$ cat src/rtl/adc_spi_responder.sv
// SPI responder emulating an 8-channel, 12-bit ADC128S-style converter.
// Commands carry the channel in bits [13:11]; each frame returns the sample requested in the previous one.
module adc_spi_responder #(
    parameter int         SYNC_STAGES = 2,
    parameter logic [2:0] RST_CHNL    = 3'd0
) (
    input  logic        clk,
    input  logic        rst,
    input  logic        SS_n,
    input  logic        SCLK,
    input  logic        MOSI,
    output logic        MISO,
    output logic [2:0]  sel_chnl,
    input  logic [11:0] smpl,
    output logic        frame_done,
    output logic [15:0] rx_word,
    output logic        frame_err,
    input  logic        clr_err
);

    typedef enum logic {
        IDLE   = 1'b0,
        ACTIVE = 1'b1
    } state_t;

    logic [SYNC_STAGES-1:0] ss_chain;
    logic [SYNC_STAGES-1:0] sclk_chain;
    logic [SYNC_STAGES-1:0] mosi_chain;
    logic                   ss_prev;
    logic                   sclk_prev;

    logic ss_sync;
    logic sclk_sync;
    logic mosi_sync;
    logic ss_fall;
    logic ss_rise;
    logic sclk_rise;
    logic sclk_fall;

    state_t      state;
    logic [4:0]  bit_cnt;
    logic        rise_seen;
    logic [15:0] rx_shift;
    logic [15:0] tx_shift;

    // Synchronizer chains preset to the idle bus levels so reset never fakes an edge on SS_n
    always_ff @(posedge clk) begin
        if (rst) begin
            ss_chain   <= {SYNC_STAGES{1'b1}};
            sclk_chain <= {SYNC_STAGES{1'b1}};
            mosi_chain <= {SYNC_STAGES{1'b0}};
            ss_prev    <= 1'b1;
            sclk_prev  <= 1'b1;
        end else begin
            ss_chain   <= {ss_chain[SYNC_STAGES-2:0], SS_n};
            sclk_chain <= {sclk_chain[SYNC_STAGES-2:0], SCLK};
            mosi_chain <= {mosi_chain[SYNC_STAGES-2:0], MOSI};
            ss_prev    <= ss_chain[SYNC_STAGES-1];
            sclk_prev  <= sclk_chain[SYNC_STAGES-1];
        end
    end

    assign ss_sync   = ss_chain[SYNC_STAGES-1];
    assign sclk_sync = sclk_chain[SYNC_STAGES-1];
    assign mosi_sync = mosi_chain[SYNC_STAGES-1];

    assign ss_fall   = ss_prev & ~ss_sync;
    assign ss_rise   = ~ss_prev & ss_sync;
    assign sclk_rise = ~sclk_prev & sclk_sync;
    assign sclk_fall = sclk_prev & ~sclk_sync;

    // Frame FSM: shift in on SCLK rise, shift out on SCLK fall, commit on SS_n rise.
    // Error sets come after the clear so a same-cycle set wins.
    always_ff @(posedge clk) begin
        if (rst) begin
            state      <= IDLE;
            sel_chnl   <= RST_CHNL;
            frame_done <= 1'b0;
            rx_word    <= 16'h0000;
            frame_err  <= 1'b0;
            bit_cnt    <= 5'd0;
            rise_seen  <= 1'b0;
            rx_shift   <= 16'h0000;
            tx_shift   <= 16'h0000;
        end else begin
            frame_done <= 1'b0;
            if (clr_err) begin
                frame_err <= 1'b0;
            end
            case (state)
                IDLE: begin
                    if (ss_fall) begin
                        state     <= ACTIVE;
                        tx_shift  <= {4'b0000, smpl};
                        bit_cnt   <= 5'd0;
                        rise_seen <= 1'b0;
                    end
                end
                ACTIVE: begin
                    if (ss_rise) begin
                        state <= IDLE;
                        if (bit_cnt == 5'd16) begin
                            rx_word    <= rx_shift;
                            sel_chnl   <= rx_shift[13:11];
                            frame_done <= 1'b1;
                        end else begin
                            frame_err <= 1'b1;
                        end
                    end else if (sclk_rise) begin
                        rx_shift  <= {rx_shift[14:0], mosi_sync};
                        rise_seen <= 1'b1;
                        if (bit_cnt == 5'd16) begin
                            frame_err <= 1'b1;
                            bit_cnt   <= 5'd17;
                        end else if (bit_cnt != 5'd17) begin
                            bit_cnt <= bit_cnt + 5'd1;
                        end
                    end else if (sclk_fall && rise_seen &&
                                 (bit_cnt >= 5'd1) && (bit_cnt <= 5'd15)) begin
                        // Falls before the first rise keep bit 15 in place for idle-high SCLK
                        tx_shift <= {tx_shift[14:0], 1'b0};
                    end
                end
                default: begin
                    state <= IDLE;
                end
            endcase
        end
    end

    assign MISO = (state == ACTIVE) ? tx_shift[15] : 1'b0;

endmodule
$ cat config.mk
export PLATFORM = sky130hd
export DESIGN_NAME = adc_spi_responder
export DESIGN_NICKNAME = d
export VERILOG_FILES = /design/src/rtl/adc_spi_responder.sv
export SDC_FILE = /design/constraint.sdc
export NUM_CORES = 1
export LEC_CHECK = 0
export BUFFER_PORTS_ARGS = -buffer_cell sky130_fd_sc_hd__buf_2
export CELL_PAD_IN_SITES_DETAIL_PLACEMENT = 1
export CELL_PAD_IN_SITES_GLOBAL_PLACEMENT = 1
export CORE_MARGIN = 2
export CORE_UTILIZATION = 43
export DETAILED_ROUTE_END_ITERATION = 8
export PLACE_DENSITY = 0.77
export SLEW_MARGIN = 0
export SYNTH_ARGS = -nofsm -noshare
export SYNTH_HDL_FRONTEND = slang
export SYNTH_SLANG_ARGS = --single-unit
$ cat constraint.sdc
create_clock -name clk -period 2.15 [get_ports clk]
set_input_delay 0.43 -clock clk [delete_from_list [all_inputs] [get_ports clk]]
set_output_delay 0.43 -clock clk [all_outputs]
set_load 0.05 [all_outputs]
==> results, run 1 <==
- The x dimension of the die is between 80 and 90 µm.
- The hold violation count in the final report is 0.
- The number of synthesized register bits is 65.
- The clock latency at the later pin of the worst-skew pair is ~0.34 ns.
- The number of setup violations in the final report is 0.
- The sink count of the clock tree is 65.
- The sort of element at the end of the critical path is a primary output.
- Clock-pin slew was measured on the worst setup and hold paths at about 0.07 ns.
- The pin slew with the least headroom to its limit is just under 0.7 ns.
- For this run, design rule violations remaining after detail routing come to 0.
- The post-route netlist has a little over a quarter of its cells at a drive strength greater than 1.
- The final number of max-transition violations is 0.
- The cell count of the worst hold path is 2.
- VDD sags by at most between 0.4 and 0.5 mV.
- The tightest min-delay check is of the in2reg type.
- The number of distinct library cell variants in the gate-level netlist after synthesis is 43.
- The synthesized-area fraction occupied by xor and xnor cells is 0%.
- Of the post-synthesis cell area, the part taken by muxes is between 4 and 5%.
- Yosys printed 0 warnings.
- In the layout the commonest cells are sky130_fd_sc_hd__nand2_1, sky130_fd_sc_hd__dfxtp_1, sky130_fd_sc_hd__a21oi_1, sky130_fd_sc_hd__buf_2, sky130_fd_sc_hd__a211oi_1.
- The detailed router finished its first iteration with 49 violations.
- The die covers approximately 7300 µm².
- The iteration count of the initial detailed-routing pass is 4.
- Net switching is 22.4% of the power.
- The clock passes through at most 2 buffers.
- sky130_fd_sc_hd__dfxtp_1 takes more of the synthesized area than any other cell.
- For hold timing, the worst endpoint is ss_chain[0].
- The via count is around 2400.
- The first global-routing pass estimated between 10 and 15 mm of wire.
- After floorplanning, the core was divided into 29 placement rows.
- The analysis attributes to cell leakage a power of around 1.2 nW.
- The most frequent standard cell in the layout excluding fill and tap cells is sky130_fd_sc_hd__nand2_1.
- The internal portion of the total power is roughly 2.1 mW.
- The TritonCTS clock tree is yes.
- The switching component of the power is between 600 and 700 µW.
- Excluding fillers, the count of instances in the completed layout stands at between 400 and 500.
- After detailed routing, the number of vias per cell comes to ~5.4.
- Once the clock tree was built, the setup fixing pass inserted 0 buffers.
- The overall power consumption is ~2.7 mW.
- The post-layout net count is about 380.
- After detailed routing, the total wire length is ~6.6 mm.
- The count of nets left with antenna violations once routing finished came out at 0.
- Detailed placement finished with a half-perimeter wire length of around 4.2 mm.
- The diode insertion count for antenna repair is 0.
- The share of total power dissipated in the clock network is approximately half.
- The maximum clock skew at final layout is 0.0108 ns.
- Summing the areas of all compound-gate instances in the mapped netlist gives a little under a fifth of the synthesized area.
- The total instance count after detailed placement is between 400 and 500.
- The worst register-to-register path ends at tx_shift[12].
- Ranked by total cell area, the synthesized netlist is headed by sky130_fd_sc_hd__dfxtp_1, sky130_fd_sc_hd__nand2_1, sky130_fd_sc_hd__a21oi_1.
- The kind of critical path is reg2out.
- The via count of the first global-routing pass is 2416.
- The number of flops mapped to enable cells by yosys is 0.
- The sequential cell area fraction in the yosys report is 45.7%.
- The buffer cell driving the clock tree root is sky130_fd_sc_hd__clkbuf_8.
- Relative to the synthesized area, the layout overhead comes to 14.7%.
- The number of buffers inserted during clock tree synthesis is 9.
- In this run the worst path has a maximum fanout of 38.
- By area, the combinational part of the netlist is dominated by simple AND/OR/NAND/NOR gates.
- When the netlist entered floorplanning its net count stood at 346.
- Entering global routing, the biggest net connects 39 pins.
- For met1 alone, demand over resource in global routing was between 20% and 30%.
- The data arrival time of the worst path is 1.61 ns.
- The initial antenna violation count is 0.
- The post-synthesis share of cell area spent on full adders, half adders and majority gates is 1.76%.
- The area share of the largest cell type after synthesis is 45.7%.
- Routability-driven placement finished with a final weighted congestion of 0.871.
- The worst slew slack as a fraction of its limit is between 50% and 60%.
- The minimum setup slack among reg-to-reg paths is 0.15 ns.
- During placement, the flow inserted port buffers numbering 39.
- Averaged over all synthesized cells, the footprint is between 8 and 9 µm².
- The met3 track utilization from global routing is 3.89%.
- The worst min-delay path startpoint is SS_n.
- The startpoint type of the worst setup path is a flip-flop.
- The time the final worst path needs with I/O delays and setup is between 2 and 2.5 ns.
- Counting cells, the worst reg-to-reg path comes to 7.
- The global routing usage on met2 is 33.2%.
- The run finished with clean final reports.
- The aggregate global routing overflow is 0.
- Registers are responsible for 45.9% of the overall power.
- Measured along the y axis, the die boundary spans between 80 and 90 µm.
- For this run, asynchronously set or reset flops after synthesis account for 0%.
- The share of the cycle needed by the critical path after routing is 94.8%.
- The gate count of the mapped netlist is 324.
- Max-cap violations in this run came to 0.
- The total area inside the core boundary comes to roughly 6400 µm².
- The start of the worst register-to-register path is bit_cnt[0].
- The total negative slack is 0 ns.
- The total power density per cell area is ~830 nW/µm².
- The initial core utilization is 44.6%.
- The highest clock frequency the design can meet is between 400 and 500 MHz.
- The number of H-tree levels is 3.
- After detailed routing, the average wire length per cell comes to about 15 µm.
- Pin placement for this block handled 40 I/O pins.
- Setup repair after global routing left no endpoint under its margin.
- The total routing resource utilization after global routing is 19.6%.
- The power share of the combinational group is 5.4%.
- The fraction of the mapped netlist area in simple logic gates is between 20 and 25%.
- The highest-utilization routing layer at the global route stage is met2.
- The cell area that synthesis handed to floorplanning was about 2900 µm².
- The main flop type after synthesis is sky130_fd_sc_hd__dfxtp_1.
- The required arrival time at the worst endpoint is 1.72 ns.
==> metrics by stage <==
stage | worst slack [ns] | util, % | hold slack (ns) | cell area, µm²
floorplan | 0.307 | - | 0.389 | 2850
global placement | 0.215 | 47.1 | 0.397 | 3010
detailed placement | 0.101 | 47.1 | 0.409 | 3010
CTS | 0.0560 | 51.0 | 0.252 | 3260
global route | 0.0391 | 51.2 | 0.250 | 3270
finish | 0.112 | 51.2 | 0.264 | 3270
==> state kept, by name, indices dropped and copies added, names as in the netlist <==
| register | flops |
|---|---|
| frame_err | 1 |
| frame_done | 1 |
| bit_cnt | 5 |
| tx_shift | 16 |
| sel_chnl | 2 |
| rise_seen | 1 |
| rx_shift | 16 |
| ss_prev | 1 |
| rx_word | 14 |
| state | 1 |
| mosi_chain | 2 |
| ss_chain | 2 |
| sclk_chain | 2 |
| sclk_prev | 1 |
==> power by group through the flow <==
stage | clock network, mW | logic [mW] | registers (mW)
6_report | 1.32 | 0.147 | 1.25
3_3_place_gp | 0 | 0.142 | 1.27
3_5_place_dp | 0 | 0.148 | 1.27
5_1_grt | 1.39 | 0.165 | 1.25
2_1_floorplan | 0 | 0.123 | 1.27
4_1_cts | 1.33 | 0.148 | 1.25
==> cell type report <==
| cell class | count | area [µm²] |
|---|---|---|
| multi-input cells | 217 | 1280 |
| repair buffers | 48 | 275 |
| clock buffers | 10 | 138 |
| clock inverters | 6 | 113 |
| inverters | 16 | 60.1 |
| fillers | 766 | 3120 |
| well taps | 77 | 96.3 |
| flip-flops and latches | 65 | 1300 |
==> logic make-up (layout without fill, tap and decap cells) <==
group,after synthesis,after routing
simple gates,124,124
fa+ha+maj,4,4
compound gates,78,78
mux,11,11
flops,65,65
buf+inv,42,80
==> per-layer routing <==
metal	vias up	routed length, µm
met2	49	3300
met1	1156	2980
li1	1169	-
met4	0	79
met5	-	0
met3	8	255
==> synth_stat cells, types with 5 or more instances <==
cell	number
sky130_fd_sc_hd__nand3_1	7
sky130_fd_sc_hd__dfxtp_1	65
sky130_fd_sc_hd__nand2_1	77
sky130_fd_sc_hd__a211oi_2	5
sky130_fd_sc_hd__clkbuf_8	5
sky130_fd_sc_hd__o21ai_0	5
sky130_fd_sc_hd__or2_2	8
sky130_fd_sc_hd__mux2_2	11
sky130_fd_sc_hd__a21oi_1	39
sky130_fd_sc_hd__a211oi_1	17
sky130_fd_sc_hd__clkbuf_1	9
sky130_fd_sc_hd__inv_1	16
==> worst max-delay path, cell delays in order (launching register included) <==
cell and delay, ns:
sky130_fd_sc_hd__dfxtp_1 0.41, sky130_fd_sc_hd__buf_4 0.41, sky130_fd_sc_hd__and2_1 0.18, sky130_fd_sc_hd__buf_2 0.25
==> timing repair <==
item / CTS / global route
gates resized for setup: 0 / 3
hold buffers: 0 / 0
setup endpoints to repair: 0 / 10
==> worst max path at each step <==
stage | from | endpoint | cells after the start
after floorplan | bit_cnt[1] | tx_shift[15] | 8
after global placement | bit_cnt[0] | tx_shift[13] | 7
after detailed placement | bit_cnt[0] | tx_shift[14] | 7
after CTS | bit_cnt[0] | tx_shift[12] | 7
after global routing | bit_cnt[0] | tx_shift[12] | 7
final | state | MISO | 3
Power figures use the tool's default switching activity.
==> run 2: changes to the inputs <==
Settings changed: SETUP_SLACK_MARGIN set to 0.5.
==> run 2 against run 1 <==
Net effect: sequential power barely moved; first-iteration DRC count rose by 27%; clock-buffer cell count is the same; core utilization rose by 4.0 points; clock power fell by 20%; sequential cell count unchanged.
==> results, run 2 (synthesis results as in run 1) <==
- The remaining antenna violation count is 0 (unchanged).
- The kind of critical path is reg2reg.
- The number of buffers inserted during clock tree synthesis is 9 (unchanged).
- The aggregate global routing overflow is 0 (unchanged).
- The initial core utilization is 44.6% (unchanged).
- The number of H-tree levels is 3 (unchanged).
- The hold violation count in the final report came to 0 (unchanged).
- The largest net degree at the start of global routing was 40 (+2.6%).
- The dominant delay contributor by cell family on the critical path is simple AND/OR/NAND/NOR gates.
- The terminating pin of the worst hold path is sclk_chain[0].
- The total negative slack came to 0 ns (unchanged).
- The initial detailed-routing violation count is 62 (+27%).
- The TritonCTS clock tree is yes.
- Leaving out fill and tap cells, the most frequent cells in the layout are sky130_fd_sc_hd__nand2_1, sky130_fd_sc_hd__dfxtp_1, sky130_fd_sc_hd__a21oi_1, sky130_fd_sc_hd__buf_2.
- The final-layout fill cell count is 769 (+0.39%).
- The most frequent cell on the critical path is sky130_fd_sc_hd__ha_4.
- The share of final-layout standard cells stronger than drive strength 1 is 34.7% (+7.3 points).
- The utilization after layout was 55.2% (+4.0 points).
- The highest ir drop seen on vdd was 0.305 mV (-39%).
- The peak per-stage delay on the critical path is 0.46 ns (+0.05 ns).
- The initial antenna violation count is 0 (unchanged).
- The maximum clock skew at final layout was 0.00873 ns (-0.00205 ns).
- The final wirelength is 7.68 mm (+16%).
- The post-detailed-route wirelength per cell is 16.9 µm (+12%).
- The most frequent standard cell in the layout excluding fill and tap cells is sky130_fd_sc_hd__nand2_1.
- The sink count of the clock tree is 65 (unchanged).
- The leakage power total was 1.30 nW (+6.5%).
- STA classifies the critical path startpoint as a flip-flop.
- The y dimension of the die is 85.4 µm (unchanged).
- The start of the worst register-to-register path is bit_cnt[0].
- The count of cells along the worst register-to-register path is 7 (unchanged).
- The minimum setup slack among reg-to-reg paths is 0.23 ns (+0.08 ns).
- The slowest stage cell on the critical path is sky130_fd_sc_hd__or3_2.
- The share of the cycle needed by the critical path after routing is 89.4% (-5.4 points).
- The global-route wire length before repair is 11.5 mm (+2.4%).
- The final number of max-transition violations was 0 (unchanged).
- The signal on the critical path passes through ha_4 -> and3_4 -> ha_4 -> o221ai_4 -> buf_6 -> or3_2 -> a31oi_1.
- The end of the worst register-to-register path is tx_shift[12].
- The weighted congestion reported at the end of routability-driven placement is 0.870 (-0.13%).
- The via count came to 2478 (+4.0%).
- The final HPWL from detailed placement was 4.19 mm (-0.21%).
- The iteration count of the initial detailed-routing pass is 4 (unchanged).
- The count of maximum capacitance violations is 0 (unchanged).
- The area of the placeable core came to 6390 µm² (unchanged).
- The pin slew with the least headroom to its limit is 0.633 ns (-0.0429 ns).
- The buffer cell driving the clock tree root is sky130_fd_sc_hd__clkbuf_8.
- The via density per instance is 5.45 (+0.37%).
- The number of placement rows came to 29 (unchanged).
- The cell count of the worst hold path was 2 (unchanged).
- The worst setup path is captured at a flip-flop.
- The remaining design rule violation count is 0 (unchanged).
- Setup repair after global routing could not meet its margin everywhere.
- The via count of the first global-routing pass came to 2364 (-2.2%).
- The layout overhead on the synthesized area is 23.7%.
- The diode insertion count for antenna repair is 0 (unchanged).
- The total die area is 7300 µm² (unchanged).
- The worst slew slack as a fraction of its limit came to 57.8% (+2.9 points).
- The time the final worst path needs with I/O delays and setup is 1.92 ns (-0.116 ns).
- The flow ran to the end, and the final reports show no timing, DRC or antenna violations.
- The largest registers in the layout are rx_shift x16, tx_shift x16, rx_word x14.
- The maximum clock path buffer count is 2 (unchanged).
- The required arrival time at the worst endpoint is 2.41 ns (+0.69 ns).
- The peak fanout along the critical path is 6 (-84%).
- The number of setup violations in the final report is 0 (unchanged).
- The clock-pin slew of the registers on the worst-case setup and hold paths is 0.07 ns (about the same).
- The clock latency at the later pin of the worst-skew pair was 0.34 ns (about the same).
- The path type of the worst min-delay path is in2reg.
- The highest clock frequency the design can meet came to 520 MHz (+6.0%).
- The post-layout net count is 396 (+4.5%).
- The total routing resource utilization after global routing is 20.3% (+0.73 points).
- The worst min-delay path startpoint is SCLK.
- The data arrival time of the worst path is 2.18 ns (+0.57 ns).
- The number of buffer and inverter instances along the worst setup path is 1 (-1).
- The number of port buffers came to 39 (unchanged).
- The count of pins on the block boundary is 40 (unchanged).
- The x dimension of the die is 85.4 µm (unchanged).
- Tracing the worst setup path back leads to its startpoint at bit_cnt[0].
- The total power density per cell area is 699 nW/µm² (-16%).
run 2: changes by cell type in the layout (fill, tap and decap cells not counted), moves of 2 or more:
cell                        delta
sky130_fd_sc_hd__or3_4         +3
sky130_fd_sc_hd__bufinv_16     -2
sky130_fd_sc_hd__a21o_4        +2
sky130_fd_sc_hd__dfxtp_4       +4
sky130_fd_sc_hd__clkbuf_16     +2
sky130_fd_sc_hd__buf_4         +8
sky130_fd_sc_hd__ha_1          -3
sky130_fd_sc_hd__buf_6         +7
sky130_fd_sc_hd__inv_6         -2
sky130_fd_sc_hd__ha_4          +3
sky130_fd_sc_hd__dfxtp_1       -4
sky130_fd_sc_hd__o21ai_0       -2
sky130_fd_sc_hd__or3_2         -2
run 2: report_power, final:
part / switching, mW / internal, mW
Combinational: 0.0942 / 0.0810
Clock: 0.487 / 0.559
Sequential: 0.0171 / 1.23
Total: 0.598 / 1.87
run 2: cell type report:
cell class                      count  area, µm²  area share (%)
Timing Repair Buffer               64        459            13.0
Sequential cell                    65       1320            37.4
Clock inverter                      5       56.3            1.60
Tap cell                           77       96.3            2.73
Clock buffer                       10        138            3.90
Inverter                           16       62.6            1.77
Multi-Input combinational cell    218       1390            39.5
run 2: worst max path at each step:
stage | cells after the start | slack (ns) | end
final | 7 | 0.23 | tx_shift[12]
after floorplan | 7 | 0.41 | tx_shift[12]
after global placement | 7 | 0.26 | tx_shift[14]
after detailed placement | 7 | 0.22 | tx_shift[12]
after CTS | 3 | 0.29 | MISO
after global routing | 8 | 0.15 | tx_shift[14]
run 2: layer usage:
metal | track usage (%) | share of wire [%]
met1 | 25.5 | 44
met2 | 33.7 | 50
met3 | 4.38 | 3.2
met4 | 8.66 | 2.8
met5 | 0 | 0
run 2: per-stage QoR:
stage          instance area, µm²  hold WS, ns  instances  worst slack (ns)  total power [mW]
2_1_floorplan                2870        0.389        324             0.407              1.39
5_1_grt                      3520        0.266        455             0.148              2.54
6_report                     3520        0.272        455             0.227              2.46
3_3_place_gp                 3000        0.396        423             0.263              1.41
4_1_cts                      3390        0.274        448             0.293              2.45
3_5_place_dp                 3000        0.397        423             0.222              1.42
run 2: worst register-to-register path, stage by stage (launching register included):
cell	delay (ns)
sky130_fd_sc_hd__dfxtp_4	0.41
sky130_fd_sc_hd__ha_4	0.15
sky130_fd_sc_hd__and3_4	0.19
sky130_fd_sc_hd__ha_4	0.13
sky130_fd_sc_hd__o221ai_4	0.15
sky130_fd_sc_hd__buf_6	0.18
sky130_fd_sc_hd__or3_2	0.46
sky130_fd_sc_hd__a31oi_1	0.17
run 2: timing repair:
action,4_1_cts,5_1_grt
resized for setup,25,20
pin swaps,7,11
hold buffers,0,0
endpoints found under the setup margin,22,47
gates cloned,2,4
setup buffers,8,3
endpoints found under the hold margin,0,0
==> run 3: changes to the inputs <==
Settings changed: ABC_AREA set to 1, CORE_UTILIZATION 43 to 41.
Clock period 2.15 ns to 1.95 ns, I/O delays scaled along.
==> run 3 against run 2 <==
Net effect: combinational power up 67%; clock power up 35%; register-to-register slack better by 0.11 ns; sequential share of layout area down 0.62 points; clock-buffer cell count unchanged; worst hold slack worse by 0.054 ns; first-iteration DRC count up 37%; die area up 0.39%; total power up 26%; largest cell class unchanged.
==> results, run 3 <==
- The remaining design rule violation count is 0 (unchanged).
- The clock-pin slew of the registers on the worst-case setup and hold paths is 0.07 ns (about the same).
- The layout overhead on the synthesized area is 30.7%.
- The share of final-layout standard cells stronger than drive strength 1 came to 35.5% (+0.89 points).
- The total negative slack is 0 ns (unchanged).
- The y dimension of the die was 85.6 µm (+0.19%).
- The dominant cell type by area after synthesis is sky130_fd_sc_hd__dfxtp_1.
- The clock latency at the later pin of the worst-skew pair is 0.35 ns (about the same).
- The minimum setup slack among reg-to-reg paths is 0.34 ns (+0.11 ns).
- The number of flops mapped to enable cells by yosys is 0 (unchanged).
- The cell with the most instances after synthesis is sky130_fd_sc_hd__nor2_1.
- The largest net degree at the start of global routing is 25 (-38%).
- The total power density per cell area is 868 nW/µm² (+24%).
- The total instance count after detailed placement is 470 (+11%).
- The buffer cell driving the clock tree root is sky130_fd_sc_hd__clkbuf_8.
- The final-layout fill cell count is 799 (+3.9%).
- The startpoint type of the worst setup path is a flip-flop.
- The diode insertion count for antenna repair came to 0 (unchanged).
- The hold violation count in the final report is 0 (unchanged).
- The final standard cell count with taps included and fillers excluded is 499 (+9.7%).
- The final HPWL from detailed placement came to 4.36 mm (+3.9%).
- The final number of max-transition violations is 0 (unchanged).
- The count of pins on the block boundary is 40 (unchanged).
- The total non-filler cell area in the finished layout was 3570 µm² (+1.2%).
- The overall power consumption came to 3.10 mW (+26%).
- The number of setup violations in the final report is 0 (unchanged).
- The number of H-tree levels is 3 (unchanged).
- The total die area is 7320 µm² (+0.39%).
- The worst slack at placement is 0.259 ns (+0.0374 ns).
- The required arrival time at the worst endpoint is 2.23 ns (-0.18 ns).
- The leakage power total is 1.60 nW (+23%).
- The initial antenna violation count was 0 (unchanged).
- The post-layout net count was 439 (+11%).
- The number of port buffers is 39 (unchanged).
- The via density per instance is 5.11 (-6.2%).
- The highest clock frequency the design can meet was 620 MHz (+19%).
- STA classifies the critical path endpoint as a flip-flop.
- The final wirelength is 7.90 mm (+2.9%).
- The number of warnings reported in the yosys synthesis log is 0 (unchanged).
- The aggregate global routing overflow is 0 (unchanged).
- The post-route worst hold slack came to 0.218 ns (-0.0537 ns).
- The maximum clock skew at final layout came to 0.00644 ns (-0.00229 ns).
- The average cell area after synthesis was 7.50 µm² (-15%).
- The highest ir drop seen on vdd is 0.501 mV (+64%).
- The sequential cell area fraction in the yosys report is 47.7% (+2.0 points).
- The via count of the first global-routing pass is 2590 (+9.6%).
- The remaining antenna violation count came to 0 (unchanged).
- The gate count of the mapped netlist is 364 (+12%).
- The number of placement rows is 29 (unchanged).
- The pin slew with the least headroom to its limit is 0.357 ns (-0.276 ns).
- The TritonCTS clock tree is yes.
- The initial detailed-routing violation count is 85 (+37%).
- The async set-or-reset flop fraction in the synthesized netlist is 0% (unchanged).
- The total routing resource utilization after global routing is 21.3% (+0.97 points).
- The worst setup path is of the reg2reg kind.
- The global-route wire length before repair is 12.1 mm (+4.9%).
- The path type of the worst min-delay path is in2reg.
- The via count is 2548 (+2.8%).
- The maximum clock path buffer count is 2 (unchanged).
- The flow ran to the end, and the final reports show no timing, DRC or antenna violations.
- The iteration count of the initial detailed-routing pass came to 4 (unchanged).
- In the post-synthesis netlist, the biggest area contributors are sky130_fd_sc_hd__dfxtp_1, sky130_fd_sc_hd__nor2_1, sky130_fd_sc_hd__nand2_1.
- The utilization after layout is 55.9% (+0.67 points).
- The sink count of the clock tree is 65 (unchanged).
- The largest registers in the layout are rx_shift x16, tx_shift x16, rx_word x14.
- The x dimension of the die is 85.6 µm (+0.19%).
- The library cell used most frequently in the layout, excluding fill and tap cells, is sky130_fd_sc_hd__nor2_1.
- The instance area at placement came to 3000 µm² (-0.21%).
- The area share of the largest cell type after synthesis is 47.7% (+2.0 points).
- The number of distinct library cell variants in the gate-level netlist after synthesis came to 24 (-44%).
- The number of buffers inserted during clock tree synthesis was 9 (unchanged).
- The share of the cycle needed by the critical path after routing is 82.6% (-6.8 points).
- The time the final worst path needs with I/O delays and setup came to 1.61 ns (-0.311 ns).
- After synthesis, the most frequently instantiated cells are sky130_fd_sc_hd__nor2_1, sky130_fd_sc_hd__dfxtp_1, sky130_fd_sc_hd__nand2_1.
- Setup repair after global routing could not meet its margin everywhere.
- The post-detailed-route wirelength per cell is 15.8 µm (-6.2%).
- In the layout the commonest cells are sky130_fd_sc_hd__nor2_1, sky130_fd_sc_hd__dfxtp_1, sky130_fd_sc_hd__nand2_1.
- The main flop type after synthesis is sky130_fd_sc_hd__dfxtp_1.
- The worst path setup slack after routing is 0.338 ns (+0.111 ns).
- The initial core utilization is 42.7% (-1.9 points).
- The worst slew slack as a fraction of its limit was 76.1% (+18 points).
- The weighted congestion reported at the end of routability-driven placement is 0.851 (-2.3%).
- The number of synthesized register bits is 65 (unchanged).
- The data arrival time of the worst path was 1.89 ns (-0.29 ns).
- The synthesized cell area was 2730 µm² (-4.3%).
- The area of the placeable core is 6390 µm² (unchanged).
- The peak fanout along the critical path is 7 (+1).
- The count of maximum capacitance violations came to 0 (unchanged).
- The number of nets produced by synthesis was 386 (+12%).
-- run 3: changes by cell type in the layout (fill, tap and decap cells not counted), moves of 6 or more --
cell and change:
sky130_fd_sc_hd__o21ai_0 +26, sky130_fd_sc_hd__mux2_2 -11, sky130_fd_sc_hd__nor2_1 +74, sky130_fd_sc_hd__nand2_1 -26, sky130_fd_sc_hd__a211oi_1 -16, sky130_fd_sc_hd__a211oi_2 -6
sky130_fd_sc_hd__nand2_4 +6, sky130_fd_sc_hd__inv_2 +7, sky130_fd_sc_hd__a21oi_2 +13, sky130_fd_sc_hd__nand2_2 +15, sky130_fd_sc_hd__a21oi_1 -26, sky130_fd_sc_hd__nand3_1 +10
-- run 3: worst max-delay path, cell delays in order (launching register included) --
cell and delay (ns):
sky130_fd_sc_hd__dfxtp_4 0.39, sky130_fd_sc_hd__inv_2 0.06, sky130_fd_sc_hd__ha_4 0.17, sky130_fd_sc_hd__nor2_4 0.10, sky130_fd_sc_hd__nand3_1 0.10, sky130_fd_sc_hd__nand2_1 0.10, sky130_fd_sc_hd__inv_2 0.05, sky130_fd_sc_hd__nand2_4 0.12
sky130_fd_sc_hd__nand2_8 0.10, sky130_fd_sc_hd__nand2_8 0.14, sky130_fd_sc_hd__nand2_2 0.06, sky130_fd_sc_hd__a21oi_2 0.14
-- run 3: cell families after synthesis --
| group | count (synthesis) | share of synthesized area [%] |
|---|---|---|
| AND/OR/NAND/NOR | 184 | 28.9 |
| AO/OA/AOI/OAI | 65 | 13.6 |
| flip-flops | 65 | 47.7 |
| buffers and inverters | 46 | 7.98 |
| adder cells (fa/ha/maj) | 4 | 1.83 |
-- run 3: where the power goes --
part | switching, mW | total [mW] | internal (mW)
combinational | 0.181 | 0.292 | 0.111
clock | 0.562 | 1.42 | 0.856
sequential | 0.0296 | 1.39 | 1.36
total | 0.773 | 3.10 | 2.33
-- run 3: path summary, 6_finish.rpt --
check | startpoint | to | cells after the start
worst max-delay path | bit_cnt[1] | tx_shift[13] | 11
worst min-delay path | SS_n | ss_chain[0] | 2
worst max register to register | bit_cnt[1] | tx_shift[13] | 11
worst min register to register | mosi_chain[0] | mosi_chain[1] | 2
-- run 3: routing by layer --
| metal | routed length [µm] | global-route usage, % | up-vias |
|---|---|---|---|
| li1 | - | - | 1264 |
| met1 | 3420 | 25.8 | 1227 |
| met2 | 4040 | 35.7 | 44 |
| met3 | 256 | 5.20 | 13 |
| met4 | 184 | 9.52 | 0 |
| met5 | 0 | 0 | - |
-- run 3: repair_timing --
item,in CTS,in global routing
endpoints found under the setup margin,38,36
pin swaps,6,14
hold buffers,0,0
gates cloned,4,0
setup buffers,7,2
resized for setup,24,40
-- run 3: cell type report --
type / instances / area, µm² / share of cell area (%)
sequential: 65 / 1310 / 36.8
tap: 77 / 96.3 / 2.70
timing repair buffer: 58 / 359 / 10.1
inverter: 26 / 109 / 3.05
clock inverter: 6 / 115 / 3.23
multi-input combinational: 256 / 1440 / 40.4
timing repair inverter: 1 / 6.26 / 0.175
clock buffer: 10 / 128 / 3.58
